==> src/rtl/eth_tx_frame_arbiter_if.sv <==
// Frame-source and MAC-side AXI-stream bundle for eth_tx_frame_arbiter.
// master: arbiter view; slave: sources plus MAC (testbench / surrounding fabric).
interface eth_tx_frame_arbiter_if #(
    parameter int unsigned NUM_SRC = 3
);
    logic [NUM_SRC-1:0]    s_tvalid;
    logic [NUM_SRC-1:0]    s_tready;
    logic [NUM_SRC-1:0]    s_tlast;
    logic [8*NUM_SRC-1:0]  s_tkeep;
    logic [64*NUM_SRC-1:0] s_tdata;
    logic                  m_tvalid;
    logic                  m_tready;
    logic                  m_tlast;
    logic [7:0]            m_tkeep;
    logic [63:0]           m_tdata;
    logic                  m_tuser;

    modport master (
        input  s_tvalid, s_tlast, s_tkeep, s_tdata, m_tready,
        output s_tready, m_tvalid, m_tlast, m_tkeep, m_tdata, m_tuser
    );

    modport slave (
        output s_tvalid, s_tlast, s_tkeep, s_tdata, m_tready,
        input  s_tready, m_tvalid, m_tlast, m_tkeep, m_tdata, m_tuser
    );
endinterface

==> src/rtl/eth_tx_frame_arbiter.sv <==
// Packet-level round-robin arbiter with burst allowance, inter-frame gap and stall abort.
// Optional per-source frame / abort counters when ETH_TX_ARB_STATS_EN is defined.
module eth_tx_frame_arbiter #(
    parameter int unsigned NUM_SRC       = 3,
    parameter int unsigned BURST_MAX     = 4,
    parameter int unsigned IFG_CYCLES    = 2,
    parameter int unsigned STALL_TIMEOUT = 64
) (
    input  logic                     eth_clk,
    input  logic                     eth_rst_n,
    eth_tx_frame_arbiter_if.master   bus,
    output logic [NUM_SRC-1:0]       grant_o,
    output logic                     abort_pulse_o
`ifdef ETH_TX_ARB_STATS_EN
    ,
    output logic [32*NUM_SRC-1:0]    frame_cnt_o,
    output logic [15:0]              abort_cnt_o
`endif
);
    localparam int unsigned PTR_W       = (NUM_SRC > 1) ? $clog2(NUM_SRC) : 1;
    localparam logic [7:0]  STALL_LIMIT = 8'(STALL_TIMEOUT - 1);
    localparam logic [3:0]  GAP_LAST    = 4'(IFG_CYCLES - 1);
    localparam logic [4:0]  BURST_LIM   = 5'(BURST_MAX);

    typedef enum logic [2:0] {
        ARB_IDLE,
        ARB_PASS,
        ARB_GAP,
        ARB_ABORT,
        ARB_DRAIN
    } arb_state_e;

    arb_state_e         state_q, state_d;
    logic [PTR_W-1:0]   rr_ptr_q, rr_ptr_d;
    logic [PTR_W-1:0]   sel_q, sel_d;
    logic [NUM_SRC-1:0] grant_q, grant_d;
    logic [3:0]         burst_cnt_q, burst_cnt_d;
    logic [3:0]         gap_cnt_q, gap_cnt_d;
    logic [7:0]         stall_cnt_q, stall_cnt_d;

    logic [7:0]         src_keep [NUM_SRC];
    logic [63:0]        src_data [NUM_SRC];
    logic               sel_valid;
    logic               sel_last;
    logic [PTR_W-1:0]   next_ptr;
    logic               others_req;
    logic               scan_hit;
    logic [PTR_W-1:0]   scan_idx;
    logic [PTR_W-1:0]   cand;

    always_comb begin
        for (int unsigned i = 0; i < NUM_SRC; i++) begin
            src_keep[i] = bus.s_tkeep[8*i +: 8];
            src_data[i] = bus.s_tdata[64*i +: 64];
        end
    end

    assign sel_valid  = bus.s_tvalid[sel_q];
    assign sel_last   = bus.s_tlast[sel_q];
    assign next_ptr   = (sel_q == PTR_W'(NUM_SRC - 1)) ? '0 : sel_q + 1'b1;
    // grant_q is the one-hot of sel while a frame is owned
    assign others_req = |(bus.s_tvalid & ~grant_q);
    assign grant_o    = grant_q;

    always_comb begin
        scan_hit = 1'b0;
        scan_idx = rr_ptr_q;
        cand     = '0;
        for (int unsigned k = 0; k < NUM_SRC; k++) begin
            cand = PTR_W'((32'(rr_ptr_q) + k) % NUM_SRC);
            if (!scan_hit && bus.s_tvalid[cand]) begin
                scan_hit = 1'b1;
                scan_idx = cand;
            end
        end
    end

    always_ff @(posedge eth_clk or negedge eth_rst_n) begin
        if (!eth_rst_n) begin
            state_q     <= ARB_IDLE;
            rr_ptr_q    <= '0;
            sel_q       <= '0;
            grant_q     <= '0;
            burst_cnt_q <= '0;
            gap_cnt_q   <= '0;
            stall_cnt_q <= '0;
        end else begin
            state_q     <= state_d;
            rr_ptr_q    <= rr_ptr_d;
            sel_q       <= sel_d;
            grant_q     <= grant_d;
            burst_cnt_q <= burst_cnt_d;
            gap_cnt_q   <= gap_cnt_d;
            stall_cnt_q <= stall_cnt_d;
        end
    end

    always_comb begin
        state_d       = state_q;
        rr_ptr_d      = rr_ptr_q;
        sel_d         = sel_q;
        grant_d       = grant_q;
        burst_cnt_d   = burst_cnt_q;
        gap_cnt_d     = gap_cnt_q;
        stall_cnt_d   = stall_cnt_q;
        bus.m_tvalid  = 1'b0;
        bus.m_tlast   = 1'b0;
        bus.m_tkeep   = '0;
        bus.m_tdata   = '0;
        bus.m_tuser   = 1'b0;
        bus.s_tready  = '0;
        abort_pulse_o = 1'b0;

        unique case (state_q)
            ARB_IDLE: begin
                if (scan_hit) begin
                    sel_d       = scan_idx;
                    grant_d     = NUM_SRC'(1) << scan_idx;
                    stall_cnt_d = '0;
                    state_d     = ARB_PASS;
                end
            end

            ARB_PASS: begin
                bus.m_tvalid = sel_valid;
                bus.m_tlast  = sel_last;
                bus.m_tkeep  = src_keep[sel_q];
                bus.m_tdata  = src_data[sel_q];
                bus.s_tready = grant_q & {NUM_SRC{bus.m_tready}};
                if (sel_valid) begin
                    stall_cnt_d = '0;
                end else if (stall_cnt_q == STALL_LIMIT) begin
                    stall_cnt_d = '0;
                    state_d     = ARB_ABORT;
                end else begin
                    stall_cnt_d = stall_cnt_q + 8'd1;
                end
                if (sel_valid && bus.m_tready && sel_last) begin
                    // Staying on sel without contention does not consume burst allowance
                    if (!others_req) begin
                        burst_cnt_d = '0;
                        rr_ptr_d    = sel_q;
                    end else if ({1'b0, burst_cnt_q} + 5'd1 < BURST_LIM) begin
                        burst_cnt_d = burst_cnt_q + 4'd1;
                        rr_ptr_d    = sel_q;
                    end else begin
                        burst_cnt_d = '0;
                        rr_ptr_d    = next_ptr;
                    end
                    gap_cnt_d = '0;
                    if (IFG_CYCLES == 0) begin
                        state_d = ARB_IDLE;
                        grant_d = '0;
                    end else begin
                        state_d = ARB_GAP;
                    end
                end
            end

            ARB_GAP: begin
                if (gap_cnt_q == GAP_LAST) begin
                    gap_cnt_d = '0;
                    grant_d   = '0;
                    state_d   = ARB_IDLE;
                end else begin
                    gap_cnt_d = gap_cnt_q + 4'd1;
                end
            end

            ARB_ABORT: begin
                bus.m_tvalid = 1'b1;
                bus.m_tlast  = 1'b1;
                bus.m_tuser  = 1'b1;
                bus.m_tkeep  = 8'hFF;
                if (bus.m_tready) begin
                    abort_pulse_o = 1'b1;
                    state_d       = ARB_DRAIN;
                end
            end

            ARB_DRAIN: begin
                bus.s_tready = grant_q;
                if (sel_valid && sel_last) begin
                    rr_ptr_d    = next_ptr;
                    burst_cnt_d = '0;
                    gap_cnt_d   = '0;
                    if (IFG_CYCLES == 0) begin
                        state_d = ARB_IDLE;
                        grant_d = '0;
                    end else begin
                        state_d = ARB_GAP;
                    end
                end
            end

            default: begin
                state_d = ARB_IDLE;
                grant_d = '0;
            end
        endcase
    end

`ifdef ETH_TX_ARB_STATS_EN
    logic [32*NUM_SRC-1:0] frame_cnt_q;
    logic [15:0]           abort_cnt_q;
    logic                  pass_last;

    assign pass_last = (state_q == ARB_PASS) && sel_valid && bus.m_tready && sel_last;

    always_ff @(posedge eth_clk or negedge eth_rst_n) begin
        if (!eth_rst_n) begin
            frame_cnt_q <= '0;
            abort_cnt_q <= '0;
        end else begin
            for (int unsigned i = 0; i < NUM_SRC; i++) begin
                if (pass_last && (sel_q == PTR_W'(i)) && (frame_cnt_q[32*i +: 32] != '1)) begin
                    frame_cnt_q[32*i +: 32] <= frame_cnt_q[32*i +: 32] + 32'd1;
                end
            end
            if (abort_pulse_o && (abort_cnt_q != '1)) begin
                abort_cnt_q <= abort_cnt_q + 16'd1;
            end
        end
    end

    assign frame_cnt_o = frame_cnt_q;
    assign abort_cnt_o = abort_cnt_q;
`endif
endmodule

==> src/flat_wrapper.sv <==
// flat-port wrapper written by rule: the top's interface ports become plain ports
module eth_tx_frame_arbiter_flat 
#(
    parameter int unsigned NUM_SRC       = 3,
    parameter int unsigned BURST_MAX     = 4,
    parameter int unsigned IFG_CYCLES    = 2,
    parameter int unsigned STALL_TIMEOUT = 64
)
  (eth_clk, eth_rst_n, grant_o, abort_pulse_o, bus_s_tvalid, bus_s_tlast, bus_s_tkeep, bus_s_tdata, bus_m_tready, bus_s_tready, bus_m_tvalid, bus_m_tlast, bus_m_tkeep, bus_m_tdata, bus_m_tuser);
  eth_tx_frame_arbiter_if #(.NUM_SRC(NUM_SRC)) bus_i ();
  input  logic eth_clk;
  input  logic eth_rst_n;
  output logic [NUM_SRC-1:0] grant_o;
  output logic abort_pulse_o;
  input wire logic [$bits(bus_i.s_tvalid)-1:0] bus_s_tvalid;
  input wire logic [$bits(bus_i.s_tlast)-1:0] bus_s_tlast;
  input wire logic [$bits(bus_i.s_tkeep)-1:0] bus_s_tkeep;
  input wire logic [$bits(bus_i.s_tdata)-1:0] bus_s_tdata;
  input wire logic [$bits(bus_i.m_tready)-1:0] bus_m_tready;
  output wire logic [$bits(bus_i.s_tready)-1:0] bus_s_tready;
  output wire logic [$bits(bus_i.m_tvalid)-1:0] bus_m_tvalid;
  output wire logic [$bits(bus_i.m_tlast)-1:0] bus_m_tlast;
  output wire logic [$bits(bus_i.m_tkeep)-1:0] bus_m_tkeep;
  output wire logic [$bits(bus_i.m_tdata)-1:0] bus_m_tdata;
  output wire logic [$bits(bus_i.m_tuser)-1:0] bus_m_tuser;
  assign bus_i.s_tvalid = bus_s_tvalid;
  assign bus_i.s_tlast = bus_s_tlast;
  assign bus_i.s_tkeep = bus_s_tkeep;
  assign bus_i.s_tdata = bus_s_tdata;
  assign bus_i.m_tready = bus_m_tready;
  assign bus_s_tready = bus_i.s_tready;
  assign bus_m_tvalid = bus_i.m_tvalid;
  assign bus_m_tlast = bus_i.m_tlast;
  assign bus_m_tkeep = bus_i.m_tkeep;
  assign bus_m_tdata = bus_i.m_tdata;
  assign bus_m_tuser = bus_i.m_tuser;
  eth_tx_frame_arbiter #(.NUM_SRC(NUM_SRC), .BURST_MAX(BURST_MAX), .IFG_CYCLES(IFG_CYCLES), .STALL_TIMEOUT(STALL_TIMEOUT)) u_core (.eth_clk(eth_clk), .eth_rst_n(eth_rst_n), .bus(bus_i), .grant_o(grant_o), .abort_pulse_o(abort_pulse_o));
endmodule
==> config.mk <==
export PLATFORM = sky130hd
export DESIGN_NAME = eth_tx_frame_arbiter_flat
export DESIGN_NICKNAME = d
export VERILOG_FILES = /design/src/rtl/eth_tx_frame_arbiter_if.sv /design/src/rtl/eth_tx_frame_arbiter.sv /design/src/flat_wrapper.sv
export SDC_FILE = /design/constraint.sdc
export NUM_CORES = 1
export LEC_CHECK = 0
export CAP_MARGIN = 20
export CELL_PAD_IN_SITES_DETAIL_PLACEMENT = 2
export CELL_PAD_IN_SITES_GLOBAL_PLACEMENT = 2
export CORE_MARGIN = 4
export CORE_UTILIZATION = 15
export CTS_CLUSTER_DIAMETER = 200
export DETAILED_ROUTE_END_ITERATION = 10
export GPL_ROUTABILITY_DRIVEN = 0
export PLACE_DENSITY = 0.85
export RECOVER_POWER = 50
export SKIP_LAST_GASP = 1
export SYNTH_ARGS = -nofsm -noshare
export SYNTH_HDL_FRONTEND = slang
export SYNTH_SLANG_ARGS = --single-unit
==> constraint.sdc <==
create_clock -name eth_clk -period 2.7 [get_ports eth_clk]
set_input_delay 0.54 -clock eth_clk [delete_from_list [all_inputs] [get_ports eth_clk]]
set_output_delay 0.54 -clock eth_clk [all_outputs]
set_load 0.02 [all_outputs]
# Yosys cells after proc, flatten, opt, wreduce, memory -nomap -nowiden
# Cells that the tools add are included.
# word_totals
in_bits,225
regBits,26
elab_cells,120
# classes
muxes,58
div,3
n_addsub,7
shifts,1
n_eq_ne,14
reduce_logical,19
bitwise,5
n_lt_le_gt_ge,6
# op_table
operator,count
two-way mux 64 bit,3
binary-select mux 64 bit (select 2 bit),1
"modulo 32 x 2 -> 32 bit, second input constant",2
two-way mux 8 bit,5
"modulo 2 x 2 -> 32 bit, second input constant",1
case mux 8 bit (2 select lines),2
two-way mux 3 bit,8
two-way mux 4 bit,6
binary-select mux 8 bit (select 2 bit),1
two-way mux 2 bit,8
case mux 3 bit (5 select lines),1
"less-than comparator 2 x 3 -> 1 bit, second input constant",4
case mux 4 bit (3 select lines),1
two-way mux 1 bit,11
binary-select mux 1 bit (select 2 bit),5
case mux 3 bit (3 select lines),1
AND reduction 3 bit,3
"adder 4 x 1 -> 4 bit, second input constant",2
"adder 8 x 1 -> 8 bit, second input constant",1
"== test 8 x 6 -> 1 bit, second input constant",1
"!= test 2 x 1 -> 1 bit, second input constant",4
case mux 4 bit (2 select lines),1
AND 3 bit,2
"== test 3 x 2 -> 1 bit, second input constant",2
other kinds (28),37

# Depth between registers and ports, before layout
# logic_depth
word_depth,13
ltp_mapped,8
depth_no_buf,8

# Worst setup path after synthesis
# Ideal clock, no wire load.
# synth_path
kind,reg-to-output
from,register u_core.sel_q[1]
to,output bus_m_tkeep[0]
arrival_time_ns,1.584
path_slack_ns,0.576
stages_incl_launch_ff,7
cell_sequence,dfrtp_1 > buf_6 > nor2b_2 > buf_2 > buf_1 > a21oi_1 > a21oi_1
# synth_between
elab_chain_cells,5
# synth_lines
item,line_no,source
"start, declared",eth_tx_frame_arbiter.sv:35,"logic [PTR_W-1:0] sel_q, sel_d;"
"start signal, assigned",eth_tx_frame_arbiter.sv:90,sel_q <= sel_d;
inverter 2 -> 3 bit (implied by the code),eth_tx_frame_arbiter.sv:127,bus.m_tkeep = src_keep[sel_q];
binary-select mux 8 bit (select 2 bit),eth_tx_frame_arbiter.sv:127,
two-way mux 8 bit (implied by the code) (2 in series),eth_tx_frame_arbiter.sv:127,
case mux 8 bit (2 select lines),eth_tx_frame_arbiter.sv:114,unique case (state_q)
"end, declared",flat_wrapper.sv:23,output wire logic [$bits(bus_i.m_tkeep)-1:0] bus_m_tkeep;
# No other way between the ends. The select of a mux whose other input is x is not followed.

# Final worst setup path
# layout_path
from,register u_core.sel_q[1]
to,output bus_m_tdata[54]
# layout_between
elab_chain_cells,5
# layout_lines
item,line_no,source
inverter 2 -> 3 bit (implied by the code),eth_tx_frame_arbiter.sv:128,bus.m_tdata = src_data[sel_q];
binary-select mux 64 bit (select 2 bit),eth_tx_frame_arbiter.sv:128,
two-way mux 64 bit (implied by the code) (2 in series),eth_tx_frame_arbiter.sv:128,
two-way mux 64 bit,eth_tx_frame_arbiter.sv:114,
"end, declared",flat_wrapper.sv:24,output wire logic [$bits(bus_i.m_tdata)-1:0] bus_m_tdata;
# No other way between the ends. The select of a mux whose other input is x is not followed.

==> results.py <==
metrics = {
    "drt": {
        "drt_iter0_drc": 193,
        "postRouteAntennaNets": 0,
        "drc": 0,
        "vias_per_cell": 4.57,
        "wl_per_cell_um": 19.9,
        "wirelength_mm": 22.0,
        "dr.pass1.iters": 4,
        "via_count": 5047,
    },
    "cells_and_area": {
        "final_common_cell": "clkdlybuf4s50_1",
        "drive_gt1_frac": 0.0585,
        "antennaDiodeCount": 0,
        "fin_nets": 1054,
        "area_delta_synth_final_pct": 111,
        "final_area_sq_um": 7280,
        "nFillCells": 2646,
        "layout_common_cells": "clkdlybuf4s50_1 (243), nor2_1 (150), a21oi_1 (89)",
    },
    "synthesis": {
        "synth_nets": 745,
        "synth-seq-area-share": 0.188,
        "syn_avg_cell_area_sq_um": 6.75,
        "syn_area_sq_um": 3450,
        "ys_types": 48,
        "ys_ff_latch": 26,
        "synth_flop_cell": "dfrtp_1",
        "synth_cells": 512,
        "synthArstFlopShare": 1.00,
        "ys_warn_count": 0,
        "synth_edf_count": 0,
    },
    "cts": {
        "cts.sink_count": 26,
        "clock_path_buffers": 2,
        "clkTransAtPathRegs_ns": 0.07,
        "worstSkewPairLatency_ns": 0.26,
        "cts_tree": "done",
        "cts_buffers": 3,
        "cts-hold-fix-buffers": 0,
        "root_buffer": "clkbuf_16",
        "cts-htree-levels": 1,
    },
    "hold_path": {
        "min_to": "u_core.gap_cnt_q[3]$_DFFE_PN0P_",
        "whs_path_depth": 1,
        "hold_path_class": "reg2reg",
        "min_from": "u_core.gap_cnt_q[3]$_DFFE_PN0P_",
    },
    "critical_path": {
        "crit_arrival_ns": 2.18,
        "timing.rr.end": "u_core.burst_cnt_q[0]$_DFFE_PN0P_",
        "critPathKind": "reg2out",
        "r2r_start": "u_core.sel_q[1]$_DFFE_PN0P_",
        "reg2reg_depth": 9,
        "worst-path-max-fanout": 17,
        "r2r_setup_slack_ns": 0.16,
        "crit_path_start_kind": "flip-flop",
        "worstPathRequired_ns": 2.16,
        "cp-end-kind": "output pin",
    },
    "placement": {
        "place_area_sq_um": 7080,
        "io_buffers": 306,
        "dp_hpwl_mm": 17.6,
    },
    "timing": {
        "setup_viol": 1,
        "fin_ws_ns": -0.0161,
        "tightest_slew_ns": 0.865,
        "fin_crit_sh": 1.01,
        "rsz0062_at_grt": "true",
        "hold-worst-slack_ns": 0.510,
        "slew_headroom": 0.422,
        "maxSlewViolCount": 0,
        "skew_ns": 0.00913,
        "hold_violations": 0,
        "max_freq_mhz": 368,
        "setup-tns-final_ns": -0.0161,
        "fin_crit_ns": 2.72,
    },
    "die": {
        "die_h_um": 160,
        "initial_utilization": 0.153,
        "die_area_sq_um": 25500,
        "io_pins": 307,
        "num_rows": 55,
        "coreArea_sq_um": 22600,
        "die_w_um": 160,
    },
    "power": {
        "power.density_cell_area_nw_per_um2": 1010,
        "ir_worst_vdd_v": 0.000415,
        "power_leakage_nw": 3.49,
    },
    "global_route": {
        "grt-ovfl-total": 0,
        "grt_pass1_vias": 5591,
        "grt_pass1_wl_mm": 32.8,
        "grt_max_degree": 46,
        "grt.total_usage": 0.158,
        "antenna_found_initial": 0,
    },
    "status": {
        "status": "complete, but fails checks",
        "violations": "negative setup slack",
    },
    "job": {
        "drv_cap": 0,
    },
}
repair_timing:
action | in CTS | in global routing
cloned | 0 | 1
endpoints found under the setup margin | 26 | 44
resized for setup | 18 | 43
setup buffers | 0 | 1
synth_stat cells (3+ instances only):
master,number,area (sq um)
nor3_1,5,25.0
o21ai_0,18,90.1
nor2b_1,4,25.0
clkbuf_1,9,33.8
or3_1,3,18.8
o31ai_1,5,37.5
buf_1,15,56.3
and2_1,5,31.3
a21oi_1,91,455
a31oi_1,4,25.0
dfrtp_1,26,651
nand2_1,22,82.6
nor2_1,150,563
buf_2,10,50.1
inv_1,10,37.5
and3_1,5,31.3
nand3_1,6,30.0
ha_1,8,100
mux2i_1,76,761
nand2b_1,7,43.8
sequential cells by signal (all words and copies together) (netlist names):
signal / count
u_core.grant_o: 3
u_core.state_q: 3
u_core.gap_cnt_q: 4
u_core.stall_cnt_q: 8
u_core.sel_q: 2
u_core.rr_ptr_q: 2
u_core.burst_cnt_q: 4
metrics by stage:
stage                util  std cells  setup WS, ns  power, W
floorplan               -        512         0.576   0.00406
global placement    0.313       1099       0.00581   0.00708
detailed placement  0.313       1099       -0.0297   0.00724
CTS                 0.316       1103        -0.109   0.00752
global route        0.322       1105        -0.138   0.00795
finish              0.322       1105       -0.0161   0.00736
area by class of cell:
type	count	area [sq um]	area share
multi-input combinational	441	2630	0.361
timing repair buffer	339	3520	0.484
tap	285	357	0.0490
sequential	26	656	0.0900
clock buffer	4	78.8	0.0108
inverter	10	37.5	0.00515
worst max-delay path by stage:
stage | endpoint | startpoint
3_3_place_gp | bus_m_tlast | bus_s_tlast[2]
2_1_floorplan | bus_m_tkeep[0] | u_core.sel_q[1]$_DFFE_PN0P_
4_1_cts | bus_m_tdata[52] | u_core.sel_q[1]$_DFFE_PN0P_
5_1_grt | bus_m_tdata[54] | u_core.sel_q[1]$_DFFE_PN0P_
6_report | bus_m_tdata[54] | u_core.sel_q[1]$_DFFE_PN0P_
3_5_place_dp | bus_m_tlast | bus_s_tlast[2]
logic make-up after synthesis:
logic type                 Yosys count  synth area share
AOI/OAI and AO/OA                  138             0.229
adders and majority gates            8            0.0290
buffers and inverters               45            0.0547
DFF                                 26             0.188
muxes                               79             0.231
and+or+nand+nor                    216             0.268
metal layers:
metal,vias to the layer above,share of wire,track usage
li1,2392,-,-
met1,2446,0.40,0.185
met2,191,0.52,0.302
met3,18,0.066,0.0361
met4,0,0.015,0.0178
met5,-,0,0
critical path: stages, from the launching register on:
cell	delay (ns)
dfrtp_4	0.54
buf_16	0.19
buf_4	0.19
mux2i_1	0.12
nor2_1	0.09
a21oi_1	0.05
nor2_1	0.09
clkdlybuf4s50_1	0.63
power by group:
| part | internal [W] | total (W) | switching [W] | leakage, nW |
|---|---|---|---|---|
| sequential | 0.000512 | 0.000651 | 0.000139 | 0.343 |
| combinational | 0.00272 | 0.00637 | 0.00364 | 3.11 |
| clock | 0.000202 | 0.000344 | 0.000141 | 0.0382 |
(Power assumes the default switching activity.)
